<file path="src/rtl/j1_io_fifo_hub_pkg.sv">
// Shared register map constants for the j1 io FIFO hub.
// Offsets within a channel window, STATUS/CTRL bit positions, and a clog2 helper.
package j1_io_pkg;

    localparam logic [1:0] OFF_DATA   = 2'd0;
    localparam logic [1:0] OFF_STATUS = 2'd1;
    localparam logic [1:0] OFF_CTRL   = 2'd2;

    localparam int ST_TX_FULL   = 0;
    localparam int ST_TX_EMPTY  = 1;
    localparam int ST_RX_FULL   = 2;
    localparam int ST_RX_EMPTY  = 3;
    localparam int ST_TX_OVF    = 4;
    localparam int ST_RX_UNF    = 5;
    localparam int ST_RX_OVF    = 6;
    localparam int ST_RX_COUNT  = 8;

    localparam int CT_EN_RX     = 0;
    localparam int CT_EN_TX     = 1;
    localparam int CT_EN_ERR    = 2;
    localparam int CT_FLUSH_TX  = 8;
    localparam int CT_FLUSH_RX  = 9;
    localparam int CT_CLR_ERR   = 10;

    function automatic int clog2(input int value);
        int r;
        r = 0;
        while ((1 << r) < value) r++;
        return r;
    endfunction

endpackage

</file>
<file path="src/rtl/j1_io_fifo.sv">
// Synchronous show-ahead FIFO: head word is visible on dout_o whenever not empty.
// Push is dropped when full, pop ignored when empty, flush wins over both.
module j1_io_fifo
    import j1_io_pkg::*;
#(
    parameter int DATA_W = 16,
    parameter int DEPTH  = 8,
    localparam int AW    = clog2(DEPTH)
) (
    input  logic              clk_i,
    input  logic              rst_n_i,
    input  logic              push_i,
    input  logic [DATA_W-1:0] din_i,
    input  logic              pop_i,
    input  logic              flush_i,
    output logic [DATA_W-1:0] dout_o,
    output logic              full_o,
    output logic              empty_o,
    output logic [AW:0]       count_o
);

    logic [DATA_W-1:0] mem_q [DEPTH];
    logic [AW-1:0]     wr_ptr_q, rd_ptr_q;
    logic [AW:0]       count_q;
    logic              do_push, do_pop;

    assign full_o  = (count_q == (AW+1)'(DEPTH));
    assign empty_o = (count_q == '0);
    assign count_o = count_q;
    assign dout_o  = mem_q[rd_ptr_q];

    assign do_push = push_i & ~full_o;
    assign do_pop  = pop_i & ~empty_o;

    always_ff @(posedge clk_i or negedge rst_n_i) begin
        if (!rst_n_i) begin
            wr_ptr_q <= '0;
            rd_ptr_q <= '0;
            count_q  <= '0;
        end else if (flush_i) begin
            wr_ptr_q <= '0;
            rd_ptr_q <= '0;
            count_q  <= '0;
        end else begin
            if (do_push) wr_ptr_q <= wr_ptr_q + 1'b1;
            if (do_pop)  rd_ptr_q <= rd_ptr_q + 1'b1;
            case ({do_push, do_pop})
                2'b10:   count_q <= count_q + 1'b1;
                2'b01:   count_q <= count_q - 1'b1;
                default: count_q <= count_q;
            endcase
        end
    end

    // Storage is not reset; only the pointers define validity.
    always_ff @(posedge clk_i) begin
        if (do_push && !flush_i) mem_q[wr_ptr_q] <= din_i;
    end

endmodule

</file>
<file path="src/rtl/j1_io_fifo_hub.sv">
// Memory-mapped multi-channel TX/RX FIFO hub on the j1 io bus.
// Each channel owns a 4-word window: DATA, STATUS, CTRL, reserved.
module j1_io_fifo_hub
    import j1_io_pkg::*;
#(
    parameter int                DATA_W = 16,
    parameter int                ADDR_W = 16,
    parameter int                NCH    = 4,
    parameter int                DEPTH  = 8,
    parameter logic [ADDR_W-1:0] BASE   = 16'h4000
) (
    input  logic                  sys_clk_i,
    input  logic                  sys_rst_n_i,
    input  logic [ADDR_W-1:0]     io_addr,
    input  logic [DATA_W-1:0]     io_dout,
    input  logic                  io_rd,
    input  logic                  io_wr,
    output logic [DATA_W-1:0]     io_din,
    output logic [NCH*DATA_W-1:0] tx_data,
    output logic [NCH-1:0]        tx_valid,
    input  logic [NCH-1:0]        tx_ready,
    input  logic [NCH*DATA_W-1:0] rx_data,
    input  logic [NCH-1:0]        rx_valid,
    output logic [NCH-1:0]        rx_ready,
    output logic                  irq
);

    localparam int CW = clog2(DEPTH) + 1;
    localparam logic [ADDR_W:0] BASE_X  = {1'b0, BASE};
    localparam logic [ADDR_W:0] LIMIT_X = BASE_X + (ADDR_W+1)'(4*NCH);

    logic                  hit, rd_only;
    logic [ADDR_W-1:0]     rel_unused;
    logic [1:0]            off;
    logic [NCH-1:0]        ch_sel, irq_vec;
    logic [NCH*DATA_W-1:0] rd_word_all;
    logic [DATA_W-1:0]     rd_mux;
    logic [DATA_W-1:0]     din_q;
    logic                  irq_q;

    assign hit        = ({1'b0, io_addr} >= BASE_X) && ({1'b0, io_addr} < LIMIT_X);
    assign rel_unused = io_addr - BASE;
    assign off        = io_addr[1:0];
    assign rd_only    = io_rd & ~io_wr;

    for (genvar c = 0; c < NCH; c++) begin : g_ch
        logic              sel, wr_data, wr_ctrl, rd_data;
        logic              flush_tx, flush_rx, clr_err;
        logic              tx_full, tx_empty, rx_full, rx_empty;
        logic [CW-1:0]     tx_count_unused, rx_count;
        logic [DATA_W-1:0] rx_head, status, rd_word;
        logic [2:0]        ctrl_q;
        logic              tx_ovf_q, rx_unf_q, rx_ovf_q, rx_block_q;

        assign sel      = hit && (rel_unused[ADDR_W-1:2] == (ADDR_W-2)'(c));
        assign wr_data  = io_wr & sel & (off == OFF_DATA);
        assign wr_ctrl  = io_wr & sel & (off == OFF_CTRL);
        assign rd_data  = rd_only & sel & (off == OFF_DATA);
        assign flush_tx = wr_ctrl & io_dout[CT_FLUSH_TX];
        assign flush_rx = wr_ctrl & io_dout[CT_FLUSH_RX];
        assign clr_err  = wr_ctrl & io_dout[CT_CLR_ERR];

        j1_io_fifo #(.DATA_W(DATA_W), .DEPTH(DEPTH)) u_tx (
            .clk_i   (sys_clk_i),
            .rst_n_i (sys_rst_n_i),
            .push_i  (wr_data),
            .din_i   (io_dout),
            .pop_i   (tx_ready[c]),
            .flush_i (flush_tx),
            .dout_o  (tx_data[c*DATA_W +: DATA_W]),
            .full_o  (tx_full),
            .empty_o (tx_empty),
            .count_o (tx_count_unused)
        );

        j1_io_fifo #(.DATA_W(DATA_W), .DEPTH(DEPTH)) u_rx (
            .clk_i   (sys_clk_i),
            .rst_n_i (sys_rst_n_i),
            .push_i  (rx_valid[c]),
            .din_i   (rx_data[c*DATA_W +: DATA_W]),
            .pop_i   (rd_data),
            .flush_i (flush_rx),
            .dout_o  (rx_head),
            .full_o  (rx_full),
            .empty_o (rx_empty),
            .count_o (rx_count)
        );

        assign tx_valid[c] = ~tx_empty;
        assign rx_ready[c] = ~rx_full;

        // A single blocked cycle is normal backpressure; overflow means the producer kept pushing.
        always_ff @(posedge sys_clk_i or negedge sys_rst_n_i) begin
            if (!sys_rst_n_i) begin
                ctrl_q     <= '0;
                tx_ovf_q   <= 1'b0;
                rx_unf_q   <= 1'b0;
                rx_ovf_q   <= 1'b0;
                rx_block_q <= 1'b0;
            end else begin
                if (wr_ctrl) ctrl_q <= io_dout[2:0];
                tx_ovf_q   <= (tx_ovf_q & ~clr_err) | (wr_data & tx_full);
                rx_unf_q   <= (rx_unf_q & ~clr_err) | (rd_data & rx_empty);
                rx_ovf_q   <= (rx_ovf_q & ~clr_err) | (rx_valid[c] & rx_full & rx_block_q);
                rx_block_q <= rx_valid[c] & rx_full;
            end
        end

        always_comb begin
            status                      = '0;
            status[ST_TX_FULL]          = tx_full;
            status[ST_TX_EMPTY]         = tx_empty;
            status[ST_RX_FULL]          = rx_full;
            status[ST_RX_EMPTY]         = rx_empty;
            status[ST_TX_OVF]           = tx_ovf_q;
            status[ST_RX_UNF]           = rx_unf_q;
            status[ST_RX_OVF]           = rx_ovf_q;
            status[ST_RX_COUNT +: CW]   = rx_count;
        end

        always_comb begin
            rd_word = '0;
            case (off)
                OFF_DATA:   rd_word = rx_empty ? '0 : rx_head;
                OFF_STATUS: rd_word = status;
                OFF_CTRL:   rd_word[2:0] = ctrl_q;
                default:    rd_word = '0;
            endcase
        end

        assign ch_sel[c]                        = sel;
        assign rd_word_all[c*DATA_W +: DATA_W]  = rd_word;
        assign irq_vec[c] = (ctrl_q[CT_EN_RX] & ~rx_empty)
                          | (ctrl_q[CT_EN_TX] & tx_empty)
                          | (ctrl_q[CT_EN_ERR] & (tx_ovf_q | rx_unf_q | rx_ovf_q));
    end

    always_comb begin
        rd_mux = '0;
        for (int c = 0; c < NCH; c++) begin
            if (ch_sel[c]) rd_mux = rd_mux | rd_word_all[c*DATA_W +: DATA_W];
        end
    end

    always_ff @(posedge sys_clk_i or negedge sys_rst_n_i) begin
        if (!sys_rst_n_i) begin
            din_q <= '0;
            irq_q <= 1'b0;
        end else begin
            irq_q <= |irq_vec;
            if (io_rd) din_q <= io_wr ? '0 : rd_mux;
        end
    end

    assign io_din = din_q;
    assign irq    = irq_q;

endmodule
</file>
<file path="config.mk">
export PLATFORM = sky130hd
export DESIGN_NAME = j1_io_fifo_hub
export DESIGN_NICKNAME = d
export VERILOG_FILES = /design/src/rtl/j1_io_fifo_hub_pkg.sv /design/src/rtl/j1_io_fifo.sv /design/src/rtl/j1_io_fifo_hub.sv
export SDC_FILE = /design/constraint.sdc
export NUM_CORES = 1
export LEC_CHECK = 0
export CAP_MARGIN = 20
export CORE_MARGIN = 5
export CORE_UTILIZATION = 50
export DETAILED_ROUTE_END_ITERATION = 6
export MAX_ROUTING_LAYER = met4
export PLACE_DENSITY = 0.72
export SLEW_MARGIN = 0
export SYNTH_ARGS = -nofsm -noshare
export SYNTH_HDL_FRONTEND = slang
export SYNTH_SLANG_ARGS = --single-unit
</file>
<file path="constraint.sdc">
create_clock -name sys_clk_i -period 10.3 [get_ports sys_clk_i]
set_clock_uncertainty 0.1 [all_clocks]
set_input_delay 2.575 -clock sys_clk_i [delete_from_list [all_inputs] [get_ports sys_clk_i]]
set_output_delay 2.575 -clock sys_clk_i [all_outputs]
set_load 0.02 [all_outputs]
</file>
== After elaboration in Yosys (flattened, before gate mapping) ==
Memories as Yosys holds them, arrays and structs flattened.
Cells that the tools add are included.
Widths: inputs -> output; s select.

* Word-level logic and storage cells: 396
* Bits of input ports: 108
* Output and inout bits: 89
* Memories: 8
* Bits in registers: 125
* Bits in writable memories: 1024

{| class="wikitable"
|+ Memory list
! name !! depth !! bits a word !! rd ports !! clocked after Yosys merged registers in !! write ports !! RTL line !! source
|-
| g_ch[0].u_rx.mem_q || 8 || 16 || 1 || 0 || 1 || j1_io_fifo.sv:22 || <nowiki>logic [DATA_W-1:0] mem_q [DEPTH];</nowiki>
|-
| g_ch[0].u_tx.mem_q || 8 || 16 || 1 || 0 || 1 || j1_io_fifo.sv:22 ||
|-
| g_ch[1].u_rx.mem_q || 8 || 16 || 1 || 0 || 1 || j1_io_fifo.sv:22 ||
|-
| g_ch[1].u_tx.mem_q || 8 || 16 || 1 || 0 || 1 || j1_io_fifo.sv:22 ||
|-
| g_ch[2].u_rx.mem_q || 8 || 16 || 1 || 0 || 1 || j1_io_fifo.sv:22 ||
|-
| g_ch[2].u_tx.mem_q || 8 || 16 || 1 || 0 || 1 || j1_io_fifo.sv:22 ||
|-
| +2 memories || n/a || n/a || n/a || n/a || n/a || n/a ||
|}

* Reductions and logical operators: 56
* Mux-type cells: 81
* Bitwise logic cells: 141
* $lt $le $gt $ge: 2
* Add/sub/neg operators: 33
* Equality and inequality tests: 29

{| class="wikitable"
|+ Operators with widths
! cell !! count
|-
| $mux 16 || 9
|-
| $pmux 13 s2 || 4
|-
| $mux 3 || 32
|-
| $and 1x1->1 || 89
|-
| $pmux 4 s2 || 8
|-
| $add 3x1->3 const B || 16
|-
| $or 16x16->16 || 3
|-
| $pmux 3 s3 || 4
|-
| $add 4x1->4 const B || 8
|-
| $eq 4x4->1 const B || 8
|-
| $logic_not 4->1 || 8
|-
| $mux 4 || 8
|-
| $reduce_bool 2->1 || 16
|-
| $sub 4x1->4 const B || 8
|-
| $eq 14x2->1 const B || 2
|-
| $or 1x1->1 || 28
|-
| $reduce_bool 3->1 || 8
|-
| $not 1->1 || 21
|-
| $eq 2x1->1 const B || 9
|-
| $eq 2x2->1 const B || 9
|-
| $ge 16x15->1 const B || 1
|-
| $lt 16x15->1 const B || 1
|-
| $mux 1 || 16
|-
| $sub 16x15->16 const B || 1
|-
| other kinds (6) || 25
|}

== Longest topological paths before layout ==
Gate-level depths: netlist of the first run.

* Depth in word-level cells: 11
* Mapped depth: 13

== Modules after synthesis ==
From an unflattened synthesis of the first run, not the netlist that was laid out.

* Cells, all modules: 2464
* Area total of the unflattened synthesis: 47155.2 sq um

{| class="wikitable"
|+ Modules (own cells, without submodules)
! module !! cells an instance !! area each (sq um) !! instances
|-
| j1_io_fifo || 263 || 5509.0 || 8
|-
| j1_io_fifo_hub || 360 || 3083.0 || 1
|}

== Worst setup path after synthesis of the first run ==
Ideal clock, no wire load.

* Kind: input -> register
* Start: input io_addr[8]
* End: memory g_ch[0].u_tx.mem_q[2][0] (enable)
* Stages: 5
* Path buffers: 1
* Slack: 3.959 ns
* Arrival time: 5.805 ns
* Library setup time: 0.436 ns
* Required time: 9.764 ns
* Cells stage by stage: or4b_1 > buf_2 > nor3_1 > nand3_2 > nor4b_1

* Longest elaborated chain between the ends: 10
* Elaborated cells on any way between the ends: 15
* Those cells by class: 1 x add/sub; 2 x order compare; 2 x mux; 5 x bitwise; 5 x reduce/logical

{| class="wikitable"
|+ RTL lines
! what !! RTL line !! source
|-
| start, declared || j1_io_fifo_hub.sv:14 || <nowiki>input logic [ADDR_W-1:0] io_addr,</nowiki>
|-
| $sub 16x15->16 (tied with other cells) || j1_io_fifo_hub.sv:42 || <nowiki>assign rel_unused = io_addr - BASE;</nowiki>
|-
| $logic_not 14->1 or $logic_and 1x1->1 (tied branches) || j1_io_fifo_hub.sv:55, j1_io_fifo_hub.sv:41 ||
|-
| $logic_and 1x1->1 * || j1_io_fifo_hub.sv:55 || <nowiki>assign sel = hit && (rel_unused[ADDR_W-1:2] == (ADDR_W-2)'(c));</nowiki>
|-
| $and 1x1->1 * || j1_io_fifo_hub.sv:56, j1_io_fifo_hub.sv:57 ||
|-
| $and 1x1->1 || j1_io_fifo_hub.sv:57 || <nowiki>assign wr_ctrl = io_wr & sel & (off == OFF_CTRL);</nowiki>
|-
| $and 1x1->1 || j1_io_fifo_hub.sv:59 || <nowiki>assign flush_tx = wr_ctrl & io_dout[CT_FLUSH_TX];</nowiki>
|-
| $logic_not 1->1 || j1_io_fifo.sv:57 || <nowiki>if (do_push && !flush_i) mem_q[wr_ptr_q] <= din_i;</nowiki>
|-
| $logic_and 1x1->1 * || j1_io_fifo.sv:57 ||
|-
| $mux 1 * || j1_io_fifo.sv:57 ||
|-
| $mux 1 (implied by the code) * || j1_io_fifo.sv:57 ||
|-
| end, declared || j1_io_fifo.sv:22 ||
|}

Every way passes the cells marked *; elsewhere a longest branch is shown, timed or not.

== Final worst setup path of the first run ==
* Start: register g_ch[3].u_tx.rd_ptr_q[1]
* End: output tx_data[55]

* Longest elaborated chain between the ends: 1

{| class="wikitable"
|+ RTL lines
! what !! RTL line !! source
|-
| start, declared || j1_io_fifo.sv:23 || <nowiki>logic [AW-1:0] wr_ptr_q, rd_ptr_q;</nowiki>
|-
| start signal, assigned || j1_io_fifo.sv:46 || <nowiki>if (do_pop) rd_ptr_q <= rd_ptr_q + 1'b1;</nowiki>
|-
| $mem_v2 8x16 || n/a ||
|-
| end, declared || j1_io_fifo_hub.sv:19 || <nowiki>output logic [NCH*DATA_W-1:0] tx_data,</nowiki>
|}

Every way passes these cells.

==> impl_metrics.toml, run 1 <==
[run_status]
status = "finished, final reports clean"

[die]
rows = 111
initial_core_util = 0.505
pin_count = 197
fp.coreArea_sq_um = 91900
die_area_sq_um = 99000
die_h_um = 315
die_w_um = 315

[critical_path]
cp-end-kind = "output pin"
critical_path.top_delay_family = "buffers and inverters"
crit_path_cell_trace = "buf_4 -> mux4_2 -> mux2_2 -> clkdlybuf4s50_1"
slowest_delay_ps = 800
start_kind = "flop"
worst-endpoint-arrival_ps = 3200
worstSetupPathType = "flop to output pin"
crit_slowest_cell = "dfrtp_1"
crit_fanout = 20
critPathRequiredTime_ps = 7630
cp_num_buf_inv = 2

[global_route]
grt_util_all_layers = 0.220
antenna_found_initial = 9
grt_pass1_wl_um = 159000
gr-total-overflow = 0
grt_pass1_vias = 25000
grt_max_degree = 71

[place]
io_buffers = 196
hpwlAfterDp_um = 67600
gp_congestion = 0.905
dp.cells = 3835

[clock_network]
insertion_delay_ps = 670
ctsResizeCount = 0
numCtsBuffers = 112
cts.sink_count = 1149
cts_max_level = 3
root_buffer = "clkbuf_16"
postCtsSetupBuffers = 0
clk_path_buf_depth = 3
cts_hold_buffers = 0
clkTransAtPathRegs_ps = 60
cts_tree = "built"

[flow_run]
max_cap_violations = 0

[sta]
hold_viol = 0
timing.fmax_mhz = 170
hold_ws_ps = 368
setup_tns_ps = 0
fin_crit_ps = 5880
maxSlewHeadroom = 0.293
period_share = 0.571
setup_viol = 0
grt_setup_unrepaired = "false"
tightest_slew_ps = 1060
drv_slew = 0

[route]
wirelength_um = 106000
vias = 24200
wl_per_cell_um = 26.1
first_pass_iters = 6
top_layer = "met4"
wl_met1_um = 42500
drc_errors = 0
initialDrtViolationCount = 2501
drtAntennaViolNets = 0
dr_wl_met3_um = 8680
viasPerCell = 5.99
dr_wl_met2_um = 52200

[finish]
seqCellArea_sq_um = 33900
drive_above_1_share = 0.237
syn_to_final_growth_pct = 16.7
utilization = 0.589
fillers = 6710
stdcell_count = 4051
multi_input_area_sq_um = 12300
nets = 2848

[logic_synthesis]
syn_inst = 2430
ys_seq_elements = 1149
syn_avg_cell_area_sq_um = 19.1
yosysSeqAreaShare = 0.730
yosys_warnings = 0
async_flop_share = 0.109
synth_area_sq_um = 46400
synth_enable_flop_cells = 1024
yosysUniqueCellTypes = 77
synth_ff_type = "edfxtp_1"
synth_nets = 2570

[power_and_ir_drop]
powerDensity_nw_per_um2 = 235
p_leak_uw = 0.0175
vdd_drop_max_v = 0.000147

[worst_hold_path]
hp-class = "flop to flop"
-- metal layers --
layer	up-vias	global-route usage
met2	956	0.352
met1	12600	0.296
met3	152	0.0461
li1	10500	-
met5	-	-
met4	0	0.0491
-- per-stage QoR --
step                total power (uW)  worst slack (ps)  instance area (sq um)
global placement                8700              3830                  50400
floorplan                       7640              3960                  46400
finish                         12700              4420                  54100
global route                   13200              4250                  54100
CTS                            12800              4340                  54100
detailed placement              8840              3900                  50500
-- kinds of logic (layout without fill, tap and decap cells) --
group           Yosys count  in the layout  share of synthesized area
flops                  1149           1149                      0.730
simple gates            438            438                     0.0488
mux                     408            408                      0.159
compound gates          208            208                     0.0309
buf+inv                 143            511                     0.0121
xor+xnor                 52             52                    0.00998
fa+ha+maj                32             32                    0.00863
other cells               0             10                          0
-- flip-flops by register name, summed over array words and instances, names as in the netlist --
register            cells
io_din                 16
g_ch.rx_unf_q           4
irq                     1
g_ch.rx_block_q         4
g_ch.u_rx.wr_ptr_q     12
g_ch.rx_ovf_q           4
g_ch.u_tx.rd_ptr_q     12
g_ch.ctrl_q            12
g_ch.u_tx.wr_ptr_q     12
g_ch.u_tx.count_o      16
g_ch.u_rx.mem_q       512
g_ch.u_tx.mem_q       512
g_ch.u_rx.rd_ptr_q     12
g_ch.u_rx.count_o      16
g_ch.tx_ovf_q           4
-- cell usage in the layout (no fill, tap or decap), types with 20 or more instances in the layout --
master,count
a21oi_1,30
mux4_2,256
o21ai_0,38
xor2_1,25
nor2_1,112
dfrtp_1,117
mux2_2,79
ha_1,32
clkdlybuf4s50_1,195
o22ai_1,35
mux2i_1,73
clkbuf_16,113
clkinv_1,23
xnor2_1,26
clkbuf_1,30
nor3_1,20
nand3_1,31
buf_4,86
edfxtp_1,1024
nand2_1,111
-- cell type report --
class / count / share of cell area
Tap cell: 1243 / 0.0287
Timing Repair Buffer: 292 / 0.0508
Inverter: 15 / 0.00104
Antenna cell: 10 / 0.000462
Clock buffer: 144 / 0.0546
Clock inverter: 60 / 0.0116
Sequential cell: 1149 / 0.626
Multi-Input combinational cell: 1138 / 0.227
-- report_power, final --
group | leakage, uW | internal, uW | switching [uW]
registers | 0.0109 | 5510 | 383
clock network | 0.00172 | 2340 | 1670
logic | 0.00487 | 1360 | 1440
-- path summary, 6_finish.rpt --
kind / cells after the start / from / slack, ps / to
max in group asynchronous: 2 / sys_rst_n_i / 6990 / g_ch[1].u_tx.rd_ptr_q[0]
max: 4 / g_ch[3].u_tx.rd_ptr_q[1] / 4420 / tx_data[55]
min: 1 / g_ch[1].rx_block_q / 370 / g_ch[1].rx_ovf_q
min reg2reg: 1 / g_ch[1].rx_block_q / 370 / g_ch[1].rx_ovf_q
min in group asynchronous: 1 / sys_rst_n_i / 1820 / g_ch[2].u_tx.rd_ptr_q[2]
max reg2reg: 12 / g_ch[3].u_rx.count_o[1] / 6940 / g_ch[3].u_rx.count_o[2]
-- cell usage after synthesis (3+ instances only) --
library cell,number,share of area
nor4b_1,10,0.0019
a31oi_1,13,0.0018
mux2_2,79,0.019
a32oi_1,4,0.00076
nand3_2,3,0.00065
mux2i_1,73,0.016
nor4b_2,3,0.00097
or4_1,7,0.0011
nand2b_1,16,0.0022
a32o_1,5,0.0011
inv_1,15,0.0012
nor3_1,41,0.0044
nor2b_1,11,0.0015
a2bb2oi_1,3,0.00057
xor2_1,25,0.0047
and2_1,9,0.0012
mux4_2,256,0.12
o31ai_1,10,0.0016
buf_1,29,0.0023
o22ai_1,35,0.0047
nor4_1,22,0.0030
edfxtp_1,1024,0.66
nand2_1,111,0.0090
a21oi_1,30,0.0032
o2bb2ai_1,7,0.0013
clkbuf_1,82,0.0066
ha_1,32,0.0086
o21ai_0,38,0.0041
dfrtp_1,125,0.067
nor3b_1,9,0.0015
nand4_1,7,0.00094
nor4_2,4,0.0011
o211ai_1,6,0.00097
buf_2,15,0.0016
nor2_1,116,0.0094
a221oi_1,3,0.00057
or3_1,10,0.0013
nand3_1,31,0.0033
a22o_1,15,0.0028
o311ai_0,3,0.00057
a22oi_1,12,0.0019
and3_1,7,0.00094
xnor2_1,26,0.0049
Note: power is estimated with default switching activity, not from simulation.
==> run 2: changes to the inputs <==
Settings changed: PLACE_DENSITY 0.72 to 0.74.
Clock period 10.3 ns to 5.4 ns, I/O delays scaled along.
==> impl_metrics.toml, run 2 (same netlist as run 1, synthesis figures left out) <==
[die]
die_h_um = 315
rows = 111
die_w_um = 315
fp.coreArea_sq_um = 91900
pin_count = 197
initial_core_util = 0.505
die_area_sq_um = 99000

[clock_network]
cts_hold_buffers = 0
root_buffer = "clkbuf_16"
cts_max_level = 3
postCtsSetupBuffers = 0
ctsResizeCount = 0
cts.sink_count = 1149
clkTransAtPathRegs_ps = 60
clk_path_buf_depth = 3
insertion_delay_ps = 710
cts_tree = "built"
numCtsBuffers = 111

[critical_path]
crit_fanout = 20
cp-end-kind = "output pin"
critPathRequiredTime_ps = 3950
start_kind = "flop"
crit_slowest_cell = "dfrtp_1"
rrSetupSlack_ps = 1950
crit_path_cell_trace = "buf_4 -> mux4_2 -> mux2_2 -> clkdlybuf4s50_1"
worstSetupPathType = "flop to output pin"
slowest_delay_ps = 800
worst-endpoint-arrival_ps = 3220
r2r-end = "g_ch[1].u_rx.count_o[3]"
timing.rr.start = "g_ch[1].u_rx.count_o[1]"
reg2regPathDepth = 9

[sta]
tightest_slew_ps = 1090
setup_viol = 0
period_share = 0.864
setup_tns_ps = 0
drv_slew = 0
hold_ws_ps = 373
maxSlewHeadroom = 0.271
hold_viol = 0
timing.fmax_mhz = 214
grt_setup_unrepaired = "false"
fin_crit_ps = 4670

[global_route]
grt_pass1_wl_um = 160000
gr-total-overflow = 0
antenna_found_initial = 11
grt_pass1_vias = 25100
grt_util_all_layers = 0.222
grt_max_degree = 94

[finish]
drive_above_1_share = 0.248
nets = 2872
syn_to_final_growth_pct = 17.4
fillers = 6506
layout_commonest_cell = "edfxtp_1"
multi_input_area_sq_um = 12300
mostFrequentLayoutCells = "edfxtp_1 (1024), mux4_2 (256), clkdlybuf4s50_1 (195)"
reg_top3 = "g_ch.u_rx.mem_q (512), g_ch.u_tx.mem_q (512)"
seqCellArea_sq_um = 33900

[place]
hpwlAfterDp_um = 68800
gp_congestion = 0.948
io_buffers = 196

[route]
first_pass_iters = 5
drtAntennaViolNets = 0
vias = 24500
viasPerCell = 6.00
initialDrtViolationCount = 2757
wirelength_um = 107000
drc_errors = 0
wl_per_cell_um = 26.2

[flow_run]
max_cap_violations = 0

[worst_hold_path]
whs_path_depth = 1
min_to = "g_ch[0].rx_ovf_q"
hold_start = "g_ch[0].rx_block_q"
hp-class = "flop to flop"

[power_and_ir_drop]
vdd_drop_max_v = 0.000297
powerDensity_nw_per_um2 = 450
p_leak_uw = 0.0177

[run_status]
status = "finished, final reports clean"
## run 2: cell count changes in the layout (fill, tap and decap cells not counted), sizes merged
| cell | previous run | this run |
|---|---|---|
| buf | 97 | 122 |
| clkbuf | 144 | 139 |
| clkinv | 37 | 48 |
| diode | 10 | 12 |
| inv | 18 | 17 |
## run 2: worst max path at each step
stage / cells past startpoint / end / start
after floorplan: 5 / g_ch[0].u_tx.mem_q[2][0] / io_addr[8]
after global placement: 11 / g_ch[2].u_tx.count_o[3] / io_wr
after detailed placement: 11 / g_ch[2].u_tx.count_o[3] / io_wr
after CTS: 4 / tx_data[51] / g_ch[3].u_tx.rd_ptr_q[1]
after global routing: 4 / tx_data[12] / g_ch[0].u_tx.rd_ptr_q[0]
final: 4 / tx_data[51] / g_ch[3].u_tx.rd_ptr_q[1]
## run 2: final cells by class
type,instances,share of cell area
inverters,15,0.00103
multi-input cells,1138,0.225
well taps,1243,0.0286
repair buffers,317,0.0534
clock inverters,70,0.0125
diodes,12,0.000551
flip-flops and latches,1149,0.622
clock buffers,139,0.0564
## run 2: power by group
group / switching [uW] / internal (uW)
registers: 737 / 10500
logic: 2770 / 2600
clock network: 3260 / 4630
## run 2: metrics by stage
stage	instances	worst slack (ps)	total power (uW)	area [sq um]	utilization
3_3_place_gp	3859	516	16600	50600	0.551
3_5_place_dp	3859	435	16800	50600	0.551
2_1_floorplan	2430	284	14600	46400	-
6_report	4083	735	24500	54500	0.592
5_1_grt	4082	612	25500	54500	0.592
4_1_cts	4068	669	24700	54400	0.591
## run 2: routing by layer
| metal | up-vias | wire (um) | track usage | part of all wire |
|---|---|---|---|---|
| met5 | - | 0 | - | 0 |
| met4 | 0 | 3490 | 0.0700 | 0.033 |
| met3 | 196 | 8910 | 0.0494 | 0.083 |
| met2 | 1041 | 52900 | 0.352 | 0.49 |
| met1 | 12700 | 41900 | 0.292 | 0.39 |
| li1 | 10600 | - | - | - |
## run 2: worst max-delay path: cells and delay by family, from the launching register on
kind | cells | cell delay [ps]
buf+inv | 2 | 970
flops | 1 | 800
mux | 2 | 720
==> run 3: changes to the inputs <==
Settings changed: CORE_ASPECT_RATIO set to 1.1.
==> impl_metrics.toml, run 3 (same netlist as run 1, synthesis figures left out) <==
[sta]
hold_ws_ps = 362
setup_viol = 0
maxSlewHeadroom = 0.284
drv_slew = 0
timing.fmax_mhz = 213
fin_crit_ps = 4700
tightest_slew_ps = 1070
grt_setup_unrepaired = "false"
period_share = 0.871
setup_tns_ps = 0
hold_viol = 0

[critical_path]
critPathRequiredTime_ps = 3950
timing.rr.start = "g_ch[2].u_rx.count_o[1]"
cp-end-kind = "output pin"
path_depth = 4
rrSetupSlack_ps = 1990
crit_path_cell_trace = "buf_4 -> mux4_2 -> mux2_2 -> clkdlybuf4s50_1"
worst-endpoint-arrival_ps = 3250
r2r-end = "g_ch[2].u_rx.count_o[3]"
crit_fanout = 24
slowest_delay_ps = 600
worstSetupPathType = "flop to output pin"
start_kind = "flop"
reg2regPathDepth = 11
critPathLaunch = "g_ch[0].u_tx.rd_ptr_q[0]"
critical_path.top_delay_family = "buffers and inverters"
cp_num_buf_inv = 2
crit_slowest_cell = "dfrtp_2"

[clock_network]
postCtsSetupBuffers = 0
clkTransAtPathRegs_ps = 70
insertion_delay_ps = 710
ctsResizeCount = 0
numCtsBuffers = 110
root_buffer = "clkbuf_16"
clk_path_buf_depth = 3
cts_max_level = 3
cts_hold_buffers = 0
cts.sink_count = 1149
cts_tree = "built"

[route]
drc_errors = 0
vias = 24600
drtAntennaViolNets = 0
first_pass_iters = 6
wirelength_um = 108000
wl_per_cell_um = 26.5
initialDrtViolationCount = 2364
viasPerCell = 6.03

[worst_hold_path]
min_to = "g_ch[2].rx_ovf_q"
hold_start = "g_ch[2].rx_block_q"
hp-class = "flop to flop"
whs_path_depth = 1

[global_route]
antenna_found_initial = 5
grt_pass1_vias = 25300
grt_pass1_wl_um = 163000
gr-total-overflow = 0
grt_max_degree = 94
grt_util_all_layers = 0.225

[power_and_ir_drop]
total_power_uw = 24100
vdd_drop_max_v = 0.000321
p_leak_uw = 0.0176
powerDensity_nw_per_um2 = 445

[finish]
multi_input_area_sq_um = 12300
reg_top3 = "g_ch.u_rx.mem_q (512), g_ch.u_tx.mem_q (512)"
nets = 2873
layout_commonest_cell = "edfxtp_1"
syn_to_final_growth_pct = 16.9
seqCellArea_sq_um = 33900
fillers = 6553
drive_above_1_share = 0.246
mostFrequentLayoutCells = "edfxtp_1 (1024), mux4_2 (256), clkdlybuf4s50_1 (194)"
utilization = 0.587

[place]
hpwlAfterDp_um = 70000
gp_congestion = 0.939
io_buffers = 196

[flow_run]
max_cap_violations = 0

[die]
rows = 117
die_h_um = 329
pin_count = 197
die_w_um = 300
initial_core_util = 0.502
fp.coreArea_sq_um = 92400
die_area_sq_um = 99000

[run_status]
status = "finished, final reports clean"
==> run 3: cell count changes in the layout (fill, tap and decap cells not counted), sizes merged <==
cell,change
diode,-7
clkinvlp,-2
clkdlybuf4s50,-1
buf,+3
clkbuf,+2
bufinv,-4
inv,+3
clkinv,-6
==> run 3: power breakdown <==
| group | total [uW] | switching [uW] | internal [uW] |
|---|---|---|---|
| clock | 7490 | 3240 | 4250 |
| combinational | 5340 | 2720 | 2620 |
| sequential | 11300 | 799 | 10500 |
| total | 24100 | 6760 | 17400 |
==> run 3: area by class of cell <==
type | instances | share of cell area
Clock buffer | 141 | 0.0537
Clock inverter | 61 | 0.0111
Timing Repair Buffer | 319 | 0.0541
Sequential cell | 1149 | 0.625
Tap cell | 1249 | 0.0288
Inverter | 15 | 0.00104
Multi-Input combinational cell | 1138 | 0.226
Antenna cell | 5 | 0.000231
==> run 3: how the worst max path moves through the flow <==
stage                                     to
floorplan           g_ch[0].u_tx.mem_q[2][0]
global placement     g_ch[1].u_rx.count_o[3]
detailed placement   g_ch[1].u_rx.count_o[3]
CTS                               tx_data[1]
global route                      tx_data[1]
finish                            tx_data[1]
==> run 3: per-stage QoR <==
stage	setup WS, ps	std cells	area [sq um]
after floorplan	284	2430	46400
after global placement	499	3866	50700
after detailed placement	371	3867	50700
after CTS	609	4069	54200
after global routing	504	4075	54200
final	698	4077	54200
==> run 3: metal layers <==
metal / global-route usage / routed length, um
met5: - / 0
met4: 0.0689 / 3190
met3: 0.0407 / 7890
met2: 0.368 / 54800
met1: 0.292 / 42300
